### src/rtl/writeback_arbiter.sv
// Register-file write-port arbiter: one-entry holding registers for the ALU and the load unit, plus a busy scoreboard.
// Optional WB_FAIR_EN: an ALU anti-starvation counter forces an ALU win after three consecutive losses.
module writeback_arbiter #(
    parameter int unsigned XLEN  = 32,
    parameter int unsigned NREGS = 32,
    parameter int unsigned RW    = 5
) (
    input  logic             clk,
    input  logic             rst_n,
    input  logic             alu_valid,
    output logic             alu_ready,
    input  logic [RW-1:0]    alu_rd,
    input  logic [XLEN-1:0]  alu_data,
    input  logic             ld_valid,
    output logic             ld_ready,
    input  logic [RW-1:0]    ld_rd,
    input  logic [XLEN-1:0]  ld_data,
    input  logic             issue_valid,
    input  logic [RW-1:0]    issue_rd,
    output logic [NREGS-1:0] busy,
    output logic             write_en,
    output logic [RW-1:0]    write_to,
    output logic [XLEN-1:0]  write_data
);

    logic             alu_full, ld_full;
    logic [RW-1:0]    alu_rd_q, ld_rd_q;
    logic [XLEN-1:0]  alu_data_q, ld_data_q;

    logic             alu_force;
    logic             alu_win, ld_win, any_win;
    logic [RW-1:0]    win_rd;
    logic [XLEN-1:0]  win_data;
    logic [NREGS-1:0] busy_next;

`ifdef WB_FAIR_EN
    logic [1:0] alu_starve;

    assign alu_force = alu_full && (alu_starve == 2'd3);

    always_ff @(posedge clk or negedge rst_n) begin
        if (!rst_n) begin
            alu_starve <= '0;
        end else if (alu_win) begin
            alu_starve <= '0;
        end else if (alu_full && ld_win) begin
            alu_starve <= alu_starve + 2'd1;
        end
    end
`else
    assign alu_force = 1'b0;
`endif

    always_comb begin
        ld_win   = ld_full && !alu_force;
        alu_win  = alu_full && !ld_win;
        any_win  = ld_win || alu_win;
        win_rd   = ld_win ? ld_rd_q : alu_rd_q;
        win_data = ld_win ? ld_data_q : alu_data_q;
    end

    // Ready is gated by rst_n so no source sees a handshake while reset is held.
    always_comb begin
        alu_ready = rst_n && (!alu_full || alu_win);
        ld_ready  = rst_n && (!ld_full || ld_win);
    end

    // Clear of the drained rd first, then set, so a same-edge re-issue keeps the bit.
    always_comb begin
        busy_next = busy;
        if (any_win) begin
            busy_next[win_rd] = 1'b0;
        end
        if (issue_valid && (issue_rd != '0)) begin
            busy_next[issue_rd] = 1'b1;
        end
        busy_next[0] = 1'b0;
    end

    always_ff @(posedge clk or negedge rst_n) begin
        if (!rst_n) begin
            alu_full   <= 1'b0;
            alu_rd_q   <= '0;
            alu_data_q <= '0;
        end else begin
            if (alu_valid && alu_ready) begin
                alu_full   <= 1'b1;
                alu_rd_q   <= alu_rd;
                alu_data_q <= alu_data;
            end else if (alu_win) begin
                alu_full <= 1'b0;
            end
        end
    end

    always_ff @(posedge clk or negedge rst_n) begin
        if (!rst_n) begin
            ld_full   <= 1'b0;
            ld_rd_q   <= '0;
            ld_data_q <= '0;
        end else begin
            if (ld_valid && ld_ready) begin
                ld_full   <= 1'b1;
                ld_rd_q   <= ld_rd;
                ld_data_q <= ld_data;
            end else if (ld_win) begin
                ld_full <= 1'b0;
            end
        end
    end

    always_ff @(posedge clk or negedge rst_n) begin
        if (!rst_n) begin
            write_en   <= 1'b0;
            write_to   <= '0;
            write_data <= '0;
            busy       <= '0;
        end else begin
            busy <= busy_next;
            if (any_win) begin
                write_en   <= (win_rd != '0);
                write_to   <= win_rd;
                write_data <= win_data;
            end else begin
                write_en <= 1'b0;
            end
        end
    end

endmodule

### config.mk
export PLATFORM = sky130hd
export DESIGN_NAME = writeback_arbiter
export DESIGN_NICKNAME = d
export VERILOG_FILES = /design/src/rtl/writeback_arbiter.sv
export SDC_FILE = /design/constraint.sdc
export NUM_CORES = 1
export LEC_CHECK = 0
export ABC_CLOCK_PERIOD_IN_PS = 1600
export CAP_MARGIN = 20
export CORE_ASPECT_RATIO = 1.4
export CORE_MARGIN = 3
export CORE_UTILIZATION = 50
export CTS_CLUSTER_SIZE = 10
export DETAILED_ROUTE_END_ITERATION = 10
export PLACE_DENSITY = 0.8
export RECOVER_POWER = 25
export SLEW_MARGIN = 10
export SYNTH_ARGS = -nofsm -noshare
export SYNTH_HDL_FRONTEND = slang
export SYNTH_SLANG_ARGS = --single-unit
### constraint.sdc
create_clock -name clk -period 1.6 [get_ports clk]
set_input_delay 0.32 -clock clk [delete_from_list [all_inputs] [get_ports clk]]
set_output_delay 0.32 -clock clk [all_outputs]
set_load 0.02 [all_outputs]
==> results of run 1 <==
## kinds of logic (layout without fill, tap and decap cells)
kind of cell           Yosys count  after routing  share of synthesized area
other                            1              1                   0.000571
multiplexers                   113            113                      0.198
AND/OR/NAND/NOR                 93             93                     0.0984
buffers and inverters           62            243                     0.0500
flip-flops                     145            145                      0.553
AO/OA/AOI/OAI                  100            100                      0.100
## routing by layer
metal | wire (um) | GRT usage | share of wire | vias up
met5 | 9 | 0 | 0.00054 | -
met4 | 356 | 0.0805 | 0.021 | 2
met3 | 1260 | 0.0679 | 0.076 | 30
met2 | 8830 | 0.403 | 0.53 | 189
met1 | 6260 | 0.272 | 0.37 | 2472
li1 | - | - | - | 2218
## worst max-delay path, delay by kind of cell, from the launching register on
kind            cells  cell delay, ps
simple gates        1             530
flops               1             490
buf+inv             1             140
compound gates      2             320
## cells in the final DEF (no fill, tap or decap), types with 5 or more instances in the layout
| master | Yosys | layout |
|---|---|---|
| dfrtp_1 | 145 | 141 |
| clkdlybuf4s50_1 | 0 | 83 |
| dlygate4sd2_1 | 0 | 69 |
| mux2_2 | 59 | 59 |
| nand2_1 | 42 | 40 |
| mux2i_1 | 35 | 35 |
| o21ai_0 | 35 | 35 |
| o22ai_1 | 28 | 27 |
| buf_4 | 6 | 26 |
| inv_1 | 19 | 19 |
| mux2_4 | 19 | 19 |
| clkbuf_16 | 0 | 19 |
| a22o_1 | 14 | 14 |
| a22oi_2 | 0 | 13 |
| nand4b_1 | 6 | 6 |
| and4bb_2 | 5 | 5 |
| nor4b_4 | 3 | 5 |
| buf_12 | 0 | 5 |
## registers in the layout, summed over array words and instances, names as in the netlist
| register | flops |
|---|---|
| write_data | 32 |
| ld_full | 1 |
| ld_data_q | 32 |
| alu_full | 1 |
| alu_data_q | 32 |
| write_to | 5 |
| write_en | 1 |
| busy | 31 |
| alu_rd_q | 5 |
| ld_rd_q | 5 |
## power by group through the flow
stage | logic [mW] | registers [mW] | clock network [mW]
after floorplan | 1.27 | 5.64 | 0
after global placement | 3.49 | 5.12 | 0
after detailed placement | 3.59 | 5.17 | 0
after CTS | 3.23 | 5.11 | 3.94
after global routing | 3.52 | 5.22 | 4.10
final | 3.27 | 5.12 | 3.88
## worst max-delay path by stage
stage / startpoint / cells after the start / endpoint / slack (ps)
6_report: ld_full$_DFF_PN0_ / 4 / busy[12]$_DFF_PN0_ / -10
4_1_cts: ld_full$_DFF_PN0_ / 4 / busy[28]$_DFF_PN0_ / 2
2_1_floorplan: ld_full$_DFF_PN0_ / 6 / alu_data_q[16]$_DFFE_PN0P_ / 20
3_3_place_gp: issue_rd[2] / 4 / busy[4]$_DFF_PN0_ / -80
3_5_place_dp: issue_rd[4] / 4 / busy[16]$_DFF_PN0_ / -110
5_1_grt: ld_full$_DFF_PN0_ / 6 / busy[31]$_DFF_PN0_ / -60
## stage by stage
stage	cell area, um2	total power, mW	util
2_1_floorplan	6560	6.91	-
6_report	9070	12.3	0.719
3_3_place_gp	8350	8.61	0.662
4_1_cts	8890	12.3	0.705
5_1_grt	9070	12.8	0.719
3_5_place_dp	8350	8.76	0.662
## final cells by class
class,count,area [um2]
inverter,19,71.3
fill,876,3540
tap,150,188
clock inverter,12,133
clock buffer,19,453
sequential,145,3640
multi-input combinational,307,2740
timing repair buffer,193,1850
## timing repair
| item | in CTS | in global routing |
|---|---|---|
| pin swaps | 3 | 11 |
| hold buffers | 0 | 0 |
| setup buffers | 0 | 6 |
| cloned | 0 | 2 |
| gates resized for setup | 80 | 25 |
| endpoints found under the setup margin | 80 | 46 |
==> results.cfg, run 1 <==
[timing]
maxSlewViolCount = 0
finalSetupViolations = 2
tns_ps = -19.7
maxClockFrequency_ghz = 0.620
holdWs_ps = 241
period_minus_slack_ps = 1610
skew_ps = 8.38
worstMarginPinSlew_ps = 1070
relSlewSlack = 0.289
setup_slack_ps = -13.3
rsz0062_at_grt = yes
finalHoldViolCount = 0
finalCritPeriodShare = 1.01

[setup_path]
required_ps = 1870
reg2reg_depth = 4
crit_slowest_cell = or4b_4
crit_fanout = 6
crit_path_max_incr_delay_ps = 530
crit_arrival_ps = 1890
reg2reg_to = busy[12]$_DFF_PN0_
reg2reg_setup_slack_ps = -10
cp_cell_sequence = buf_6, or4b_4, a22oi_2, o22ai_1
path_class = flop to flop
startpoint_type = flop
reg2reg_from = ld_full$_DFF_PN0_
cp-end-kind = flop

[yosys]
yosysTopAreaCellShare = 0.553
ys_ff_latch = 145
synth_seq_area_share = 0.553
synth.area.top_cells = dfrtp_1, mux2_2, mux2i_1, mux2_4, o21ai_0
synth.distinct_cells = 41
synth_area_um2 = 6560
synth_common_cells = dfrtp_1, mux2_2, nand2_1, mux2i_1, o21ai_0
syn_avg_cell_area_um2 = 12.8
synth_top_flop_cell = dfrtp_1
synth_top_area_cell = dfrtp_1
synth.most_common_cell = dfrtp_1
async_flop_share = 1.00
synth_edf_count = 0
syn_nets = 598
ys_warn_count = 0
syn_inst = 514

[place]
dp_hpwl_um = 11500
numPortBuffers = 154
place_congestion = 0.927
dpl.cell_count = 806
dp_slack_ps = -114

[pwr]
power.density_nw_per_um2 = 1350
leakagePower_nw = 4.01
power_frac_seq = 0.417
intPower_mw = 8.46
p_sw_frac = 0.310
ir_drop_uv = 857
power_switching_mw = 3.81
clkPwrFrac = 0.316
comb_power_share = 0.267

[floorplanning]
die_x_um = 103
rows = 48
dieHeight_um = 142
dieArea_um2 = 14600
core_area_um2 = 12600
io_pins = 156
start_util = 0.520

[grt]
grt_overflow = 0
grt_pass1_vias = 5083
grt_max_degree = 80
antenna_found_initial = 1
grt_pass1_wl_um = 26200
grtUsageTotal = 0.233

[clocking]
cts_buffers = 17
insertion_delay_ps = 400
ctsHtreeMaxLevel = 4
clock_path_buffers = 2
cts.sinks = 145
tritoncts = done
root_buffer = clkbuf_16
clkSlewWorstSetupHoldPaths_ps = 60

[finish]
layout-drive-gt1-share = 0.268
diodes = 0
final_cell_count_no_fill = 845
area_delta_synth_final_pct = 38.3
nets = 767

[drt]
drt_iter0_drc = 186
wirelength_um = 16700
drt_first_pass_iters = 5
drc = 0
vias_per_cell = 5.81
antenna_left = 0
wl_per_cell_um = 19.8
via_count = 4911

[outcome]
run_status = finished, violations left
violations = setup timing

[run]
maxCapViolCount = 0

[worst_hold_path]
hold_class = primary input to asynchronous set/reset pin
No activity file was read; power rests on OpenSTA's default activity.
==> run 2, diff against run 1 <==
Settings changed: CAP_MARGIN 20 to unset, CTS_CLUSTER_DIAMETER set to 120.
==> results of run 2 <==
Same layout as run 1: the final DEF is identical, and so are final timing and power.
